==> src/rtl/fu_wb_arbiter.sv <==
`default_nettype none
// ============================================================================
// Module   : fu_wb_arbiter
// Brief    : Buffers one completed result per functional unit and retires one
//            per cycle to the register-file write port by round-robin.
// Revision : 1.0 - initial release
// ============================================================================
module fu_wb_arbiter #(
    parameter int NUM_FU = 5,
    parameter int DATA_W = 32,
    parameter int REG_W  = 5
) (
    input  logic                     clk,
    input  logic                     rst,
    input  logic [NUM_FU-1:0]        fu_done,
    input  logic [NUM_FU*REG_W-1:0]  fu_rd,
    input  logic [NUM_FU*DATA_W-1:0] fu_data,
    output logic [NUM_FU-1:0]        buf_full,
    output logic                     rf_we,
    output logic [REG_W-1:0]         rf_wa,
    output logic [DATA_W-1:0]        rf_wd,
    output logic [NUM_FU-1:0]        fu_ack,
    output logic                     ovf_err
);

    localparam int                PTR_W    = (NUM_FU > 1) ? $clog2(NUM_FU) : 1;
    localparam logic [PTR_W-1:0]  LAST_IDX = PTR_W'(NUM_FU - 1);

    logic [NUM_FU-1:0] valid_q, valid_d;
    logic [REG_W-1:0]  rd_q   [NUM_FU];
    logic [REG_W-1:0]  rd_d   [NUM_FU];
    logic [DATA_W-1:0] data_q [NUM_FU];
    logic [DATA_W-1:0] data_d [NUM_FU];
    logic [PTR_W-1:0]  ptr_q, ptr_d;

    logic              rf_we_q, rf_we_d;
    logic [REG_W-1:0]  rf_wa_q, rf_wa_d;
    logic [DATA_W-1:0] rf_wd_q, rf_wd_d;
    logic [NUM_FU-1:0] fu_ack_q, fu_ack_d;
    logic              ovf_q, ovf_d;

    logic              gnt_valid;
    logic [PTR_W-1:0]  gnt_idx;
    logic [NUM_FU-1:0] gnt_oh;
    int                scan_idx;
    logic [PTR_W-1:0]  scan_sel;

    // Scan from the far end back toward ptr so the last hit is the first valid
    // buffer in round-robin order.
    always_comb begin
        gnt_valid = 1'b0;
        gnt_idx   = '0;
        scan_idx  = 0;
        scan_sel  = '0;
        for (int k = NUM_FU - 1; k >= 0; k--) begin
            scan_idx = int'(ptr_q) + k;
            if (scan_idx >= NUM_FU) begin
                scan_idx = scan_idx - NUM_FU;
            end
            scan_sel = PTR_W'(scan_idx);
            if (valid_q[scan_sel]) begin
                gnt_valid = 1'b1;
                gnt_idx   = scan_sel;
            end
        end
        gnt_oh = gnt_valid ? (NUM_FU'(1) << gnt_idx) : '0;
    end

    // A buffer being drained this cycle can accept a new result; otherwise a
    // done pulse on an occupied buffer is dropped and flagged.
    always_comb begin
        valid_d = valid_q;
        rd_d    = rd_q;
        data_d  = data_q;
        ovf_d   = ovf_q;
        for (int i = 0; i < NUM_FU; i++) begin
            if (gnt_oh[i]) begin
                valid_d[i] = 1'b0;
            end
            if (fu_done[i]) begin
                if (!valid_q[i] || gnt_oh[i]) begin
                    valid_d[i] = 1'b1;
                    rd_d[i]    = fu_rd[i*REG_W +: REG_W];
                    data_d[i]  = fu_data[i*DATA_W +: DATA_W];
                end else begin
                    ovf_d = 1'b1;
                end
            end
        end
    end

    always_comb begin
        rf_we_d  = 1'b0;
        rf_wa_d  = rf_wa_q;
        rf_wd_d  = rf_wd_q;
        fu_ack_d = gnt_oh;
        ptr_d    = ptr_q;
        if (gnt_valid) begin
            rf_wa_d = rd_q[gnt_idx];
            rf_wd_d = data_q[gnt_idx];
            rf_we_d = (rd_q[gnt_idx] != '0);
            ptr_d   = (gnt_idx == LAST_IDX) ? '0 : gnt_idx + PTR_W'(1);
        end
    end

    always_ff @(posedge clk) begin
        if (rst) begin
            valid_q  <= '0;
            ptr_q    <= '0;
            rf_we_q  <= 1'b0;
            rf_wa_q  <= '0;
            rf_wd_q  <= '0;
            fu_ack_q <= '0;
            ovf_q    <= 1'b0;
        end else begin
            valid_q  <= valid_d;
            ptr_q    <= ptr_d;
            rf_we_q  <= rf_we_d;
            rf_wa_q  <= rf_wa_d;
            rf_wd_q  <= rf_wd_d;
            fu_ack_q <= fu_ack_d;
            ovf_q    <= ovf_d;
        end
    end

    // Payload is qualified by valid_q, so it needs no reset.
    always_ff @(posedge clk) begin
        rd_q   <= rd_d;
        data_q <= data_d;
    end

    assign buf_full = valid_q;
    assign rf_we    = rf_we_q;
    assign rf_wa    = rf_wa_q;
    assign rf_wd    = rf_wd_q;
    assign fu_ack   = fu_ack_q;
    assign ovf_err  = ovf_q;

endmodule
`default_nettype wire

==> config.mk <==
export PLATFORM = sky130hd
export DESIGN_NAME = fu_wb_arbiter
export DESIGN_NICKNAME = d
export VERILOG_FILES = /design/src/rtl/fu_wb_arbiter.sv
export SDC_FILE = /design/constraint.sdc
export NUM_CORES = 1
export LEC_CHECK = 0
export ABC_AREA = 0
export CAP_MARGIN = 0
export CORE_ASPECT_RATIO = 2
export CORE_MARGIN = 4
export CORE_UTILIZATION = 35
export CTS_CLUSTER_SIZE = 10
export DETAILED_ROUTE_END_ITERATION = 10
export SETUP_SLACK_MARGIN = 0.1
export SLEW_MARGIN = 20
export SYNTH_ARGS = -nofsm -noshare
export SYNTH_HDL_FRONTEND = slang
export SYNTH_SLANG_ARGS = --single-unit
==> constraint.sdc <==
create_clock -name clk -period 20.9 [get_ports clk]
set_input_delay 2.09 -clock clk [delete_from_list [all_inputs] [get_ports clk]]
set_output_delay 2.09 -clock clk [all_outputs]
set_load 0.02 [all_outputs]
==> results of run 1 <==
path summary, 6_finish.rpt:
check | start | end | slack, ns | cells past startpoint
setup / recovery | ptr_q[1] | data_q[22] | 14.58 | 15
hold / removal | rf_wa[4] | rf_wa[4] | 0.48 | 2
setup reg to reg | ptr_q[1] | data_q[22] | 14.58 | 15
hold reg to reg | rf_wa[4] | rf_wa[4] | 0.48 | 2
where the power goes:
part	total (W)	switching (W)	internal (W)
clock	0.000417	0.000175	0.000242
combinational	0.00141	0.000849	0.000561
sequential	0.000728	0.0000646	0.000663
cell usage in the layout, fill, tap and decap left out, drive strengths merged, types with 3 or more instances in the layout:
cell type / instances
a21boi: 8
nand2: 125
o211ai: 6
ha: 14
clkdlybuf4s50: 239
nor3b: 4
nor2b: 8
nand4: 5
inv: 14
a21oi: 15
o311ai: 3
nand3: 43
edfxtp: 185
a31oi: 3
a211oi: 8
a21o: 3
nor3: 6
dfxtp: 52
o22ai: 3
nor2: 61
clkbuf: 48
nand3b: 3
mux2i: 78
a311oi: 34
o21ai: 7
nand2b: 9
and2: 5
buf: 14
layout make-up:
type	count	area share [%]
Clock buffer	48	5.54
Inverter	14	0.386
Tap cell	356	3.27
Clock inverter	2	0.101
Timing Repair Buffer	253	18.3
Sequential cell	237	48.4
Multi-Input combinational cell	489	23.9
Antenna cell	1	0.0184
logic make-up after synthesis:
kind of cell	count (synthesis)
and+or+nand+nor	277
adders and majority gates	15
DFF	237
xor gates and xnor gates	3
muxes	82
buffers and inverters	63
AOI/OAI and AO/OA	112
layer usage:
layer | up-vias | track usage, %
met2 | 252 | 37.9
met1 | 3458 | 18.9
met3 | 58 | 1.78
met5 | - | 0
met4 | 0 | 9.23
li1 | 3414 | -
critical path, cell delays in order, from the launching register on:
cell and delay, ns:
dfxtp_1 0.71, inv_1 0.26, ha_1 0.85, mux2i_1 0.38, inv_1 0.07, mux4_2 0.49, nor2b_1 0.16, and4b_1 0.21
o311ai_1 0.36, nand2_2 0.57, clkinv_1 0.40, buf_4 0.40, ha_1 0.26, nand2_1 0.16, a21boi_4 0.19, buf_4 0.44
state kept, by name, indices dropped and copies added, names as in the netlist:
signal	count
data_q	160
rf_wd	32
rd_q	25
buf_full	5
fu_ack	5
rf_wa	5
ptr_q	3
ovf_err	1
rf_we	1
through the flow:
stage / setup slack, ns / util [%] / std cells / power, W / hold WS [ns]
2_1_floorplan: 13.96 / - / 789 / 0.00178 / 0.518
3_3_place_gp: 14.57 / 45.2 / 1349 / 0.00216 / 0.471
3_5_place_dp: 14.50 / 45.2 / 1349 / 0.00217 / 0.480
4_1_cts: 14.49 / 47.9 / 1399 / 0.00260 / 0.487
5_1_grt: 14.17 / 47.9 / 1400 / 0.00273 / 0.498
6_report: 14.58 / 47.9 / 1400 / 0.00256 / 0.483
==> results.md, run 1 <==
* Area used by multi-input combinational logic at 3260 um2
* # H-tree levels at 1
* Dpl hpwl at 22700 um
* Later-pin clock latency in the skew report at 0.54 ns
* Data required time at the worst endpoint at about 21 ns
* Most numerous cell in the Yosys netlist: edfxtp_1
* Overall fraction of global-route tracks in use at 19.1%
* Multiplexer fraction of the synthesized cell area at 8.37%
* Wire length on met3 at 1140 um
* Biggest area contributors in the synthesized netlist: edfxtp_1 (55%), dfxtp_1 (10%), mux2i_1 (7.7%)
* Area overhead of the layout relative to synthesis at 34.4%
* Run status: completed
* Number of antenna violations at the first check in global routing at 1
* Net count, final at 1229
* Iteration-0 DRC Markers at 330
* Core Footprint at 28400 um2
* RD Place Congestion at approximately 0.84
* Post-Synth Adder-Cell Area at between 1.5 and 2%
* Max-cap violations at 0
* Critical setup path kind: reg2reg
* Buffers added on ports at 240
* 1st-pass router iterations at 5
* Slew at the pin with the worst max-slew slack at between 0.9 and 1 ns
* Clock skew at 0.0188 ns
* Total of hold buffers inserted after clock tree synthesis at 0
* Die width at 128 um
* Cell variety after synth at 62
* Post-cts repair resize count at 0
* Flip-flop and latch area at ~6600 um2
* Power density over cell area at 188 nW/um2
* Arrival time reported for the critical path endpoint at between 6 and 7 ns
* Fill cell instance count of the final layout at 2526
* Wire length of the first global-routing pass at 45500 um
* Largest net degree at the start of global routing at between 80 and 90
* Post-synth top area share at 54.8%
* Setup TNS Final at 0 ns
* Clock tree sinks at roughly 240
* Vertical die dimension at 249 um
* Avg WL per Cell at 22.2 um
* Unrepaired setup endpoints after global routing: no
* VDD IR-drop max at between 200 and 250 uV
* Area of all placed cells without fillers at 13600 um2
* Topmost layer with routed signal wires: met4
* Die area at roughly 32000 um2
* Clock tree buffer depth at 3
* Main synth FF type: edfxtp_1
* Max frequency at about 0.16 GHz
* Count of buffers added by post-CTS timing repair for setup at 0
* Basic-gate share of the synthesized area counting and, or, nand and nor cells at between 10% and 20%
* Clock tree from TritonCTS: built
* Yosys warning total at 0
* Routed metal-1 wire length at 10300 um
* Final wirelength at between 30000 and 40000 um
* DRC errors left at 0
* Static leakage power at 5.19 nW
* Number of setup violations in the final report at 0
* Proportion of synthesized chip area in sequential cells at 65.1%
* Number of global-route vias before repair at between 7000 and 8000
* Async set-or-reset flop fraction in the synthesized netlist at 0%
* Critical path fanouts, max at 41
* Syn Area/Cell at 12.8 um2
* Slew Limit Headroom at 34.0%
* Post-synthesis compound-gate area fraction at under 10%
* Clock input transition at the sequential cells of the worst setup and hold paths at approximately 0.06 ns
* CP endpoint kind: register
* Worst hold path type: reg2reg
* Critical Path Source Type: register
* Layout cells sized above 1 at 5.85%
* Placement Rows at 87
* Standard cell area after detailed placement at between 10000 and 15000 um2
* Yosys top cell by area: edfxtp_1
* Number of top-level design ports at roughly 240
* Portion of the clock cycle consumed by the worst path in the final layout at 30.2%
* Total congestion overflow at 0
* Final Hold Vio Count at 0
* Residual antenna-violating net count after detailed routing at 0
* Buffer type at the clock tree root: clkbuf_16
* Number of max-slew violations in the final report at 0
* DR WL met2 at 18200 um
* Starting density of the core at 35.7%
* Final period demand of the worst path at 6.32 ns
* Number of cells produced by synthesis at between 700 and 800
* Number of synthesized register bits at 237
* Overall via count from detail_route at about 7000
* Xor-xnor portion of the synthesized cell area at 0.259%
* Number of enable-type register cells in the synthesized netlist at ~190
* Routed via count divided by cell count at 5.13
* Net count of the mapped netlist at 996
* Largest family of logic cells by synthesized area: simple AND/OR/NAND/NOR gates
* CTS Buf Count at 27
* Synth top cells by count: edfxtp_1 (185), nand2_1 (125), mux2i_1 (78), nor2_1 (61), dfxtp_1 (52)
* Post-synthesis cell area at 10100 um2
Power figures use the tool's default switching activity.
==> run 2: changes to the inputs <==
==> constraint.sdc (replaced) <==
create_clock -name clk -period 5.7 [get_ports clk]
set_input_delay 0.57 -clock clk [delete_from_list [all_inputs] [get_ports clk]]
set_output_delay 0.57 -clock clk [all_outputs]
set_load 0.02 [all_outputs]
==> run 2 against run 1 <==
Compared with the run above: via count rose by 1.0%; count of clock-buffer cells in the layout fell by 1; combinational power rose to 3.9 times the previous value; final cell count rose by 1.2%; utilization rose by 0.53 points; cell area rose by 1.1%; sequential power rose to 3.6 times the previous value; power rose to 3.8 times the previous value; fmax rose by 39%; largest cell class unchanged; highest routed layer unchanged.
==> results.md, run 2 (same netlist as run 1, synthesis figures left out) <==
* Number of setup violations in the final report at 0
* Total of hold buffers inserted after clock tree synthesis at 0
* Unrepaired setup endpoints after global routing: no
* Final Hold Vio Count at 0
* Number of top-level design ports at approximately 240
* Final wirelength at approximately 32000 um
* CP endpoint kind: register
* Avg WL per Cell at 22.6 um
* Clock skew at 0.0121 ns
* Buffers added on ports at 240
* Slew at the pin with the worst max-slew slack at 1.09 ns
* Most flop-heavy register: data_q
* Arrival time reported for the critical path endpoint at about 4.7 ns
* Dpl hpwl at 23800 um
* Later-pin clock latency in the skew report at 0.53 ns
* Die area at between 30000 and 40000 um2
* Setup TNS Final at 0 ns
* Vertical die dimension at 249 um
* Slew Limit Headroom at roughly 28%
* RD Place Congestion at 0.924
* CTS Buf Count at 27
* Routed via count divided by cell count at around 5
* Worst hold path type: reg2reg
* Critical path fanouts, max at 37
* Clock tree sinks at approximately 240
* Net count, final at 1241
* Number of antenna violations at the first check in global routing at 7
* Die width at 128 um
* Portion of the clock cycle consumed by the worst path in the final layout at roughly four fifths
* Placement Rows at just under 90
* VDD IR-drop max at between 700 and 800 uV
* Iteration-0 DRC Markers at 383
* Critical Path Source Type: register
* Starting density of the core at 35.7%
* Highest-count cells in the layout ignoring fill and taps: clkdlybuf4s50_1 (239), edfxtp_1 (185), nand2_1 (124), mux2i_1 (78), nor2_1 (61)
* Power density over cell area at around 700 nW/um2
* DRC errors left at 0
* Buffer type at the clock tree root: clkbuf_16
* Critical setup path kind: reg2reg
* Residual antenna-violating net count after detailed routing at 0
* Core Footprint at around 28000 um2
* Overall fraction of global-route tracks in use at approximately 20%
* Post-cts repair resize count at 0
* Count of buffers added by post-CTS timing repair for setup at 0
* Clock tree from TritonCTS: built
* Clock input transition at the sequential cells of the worst setup and hold paths at 0.06 ns
* Area overhead of the layout relative to synthesis at 35.9%
* Number of flip-flops under the largest register name at 160
* Static leakage power at 5.27 nW
* Number of max-slew violations in the final report at 0
* Max-cap violations at 0
* Run status: completed
* Overall via count from detail_route at 7255
* Total congestion overflow at 0
* Commonest non-fill, non-tap cell in the layout: clkdlybuf4s50_1
* Wire length of the first global-routing pass at 46800 um
* # H-tree levels at 1
* 1st-pass router iterations at 5
* Max frequency at 0.220 GHz
* Fraction of the core area covered by cells at the end of the flow at 48.5%
* Layout cells sized above 1 at under 10%
* Largest net degree at the start of global routing at 51
* Final period demand of the worst path at 4.55 ns
* Clock tree buffer depth at 3
* Number of global-route vias before repair at 7795
* Data required time at the worst endpoint at 5.86 ns
-- run 2: changes by cell type in the layout (fill, tap and decap cells not counted) --
cell      previous run  this run
buf_12               0         4
buf_4               13        21
clkbuf_1            21        20
diode_2              1         7
-- run 2: path summary, 6_finish.rpt --
| path | startpoint | end | slack [ns] | cells past startpoint |
|---|---|---|---|---|
| min reg2reg | rf_wa[0] | rf_wa[0] | 0.48 | 2 |
| max | ptr_q[2] | data_q[101] | 1.15 | 13 |
| min | rf_wa[0] | rf_wa[0] | 0.48 | 2 |
| max reg2reg | ptr_q[2] | data_q[101] | 1.15 | 13 |
-- run 2: worst max-delay path, stage by stage, from the launching register on --
cell and delay (ns):
dfxtp_1 0.76, inv_1 0.23, ha_1 0.45, and2_1 0.23, a221o_1 0.39, and3_1 0.25, o21ai_0 0.37, a21boi_1 0.34
o41ai_4 0.10, inv_2 0.10, and2_1 0.18, a21boi_1 0.14, nor2b_4 0.12, buf_4 0.49
-- run 2: routing by layer --
layer | track usage, % | wire length, um | vias up
li1 | - | - | 3445
met1 | 18.5 | 10200 | 3502
met2 | 39.5 | 18900 | 241
met3 | 2.53 | 1290 | 67
met4 | 10.2 | 1560 | 0
met5 | 0 | 0 | -
-- run 2: through the flow --
step	instance area [um2]	cells	worst slack, ns	power [W]	hold WS (ns)
final	13800	1417	1.15	0.00962	0.476
after CTS	13800	1410	1.13	0.00973	0.480
after detailed placement	13000	1361	1.14	0.00819	0.472
after global routing	13800	1417	0.856	0.0103	0.490
after floorplan	10100	789	0.521	0.00652	0.518
after global placement	13000	1361	1.19	0.00814	0.475
-- run 2: layout make-up --
cell class | instances | area [um2]
repair buffers | 265 | 2640
multi-input cells | 489 | 3260
well taps | 356 | 445
inverters | 14 | 52.6
clock inverters | 2 | 13.8
diodes | 7 | 17.5
fillers | 2536 | 14600
clock buffers | 47 | 751
flip-flops and latches | 237 | 6600
-- run 2: power by group --
| group | total [W] | switching (W) | internal, W |
|---|---|---|---|
| clock | 0.00153 | 0.000644 | 0.000885 |
| combinational | 0.00547 | 0.00327 | 0.00220 |
| sequential | 0.00262 | 0.000194 | 0.00243 |
| total | 0.00962 | 0.00411 | 0.00551 |
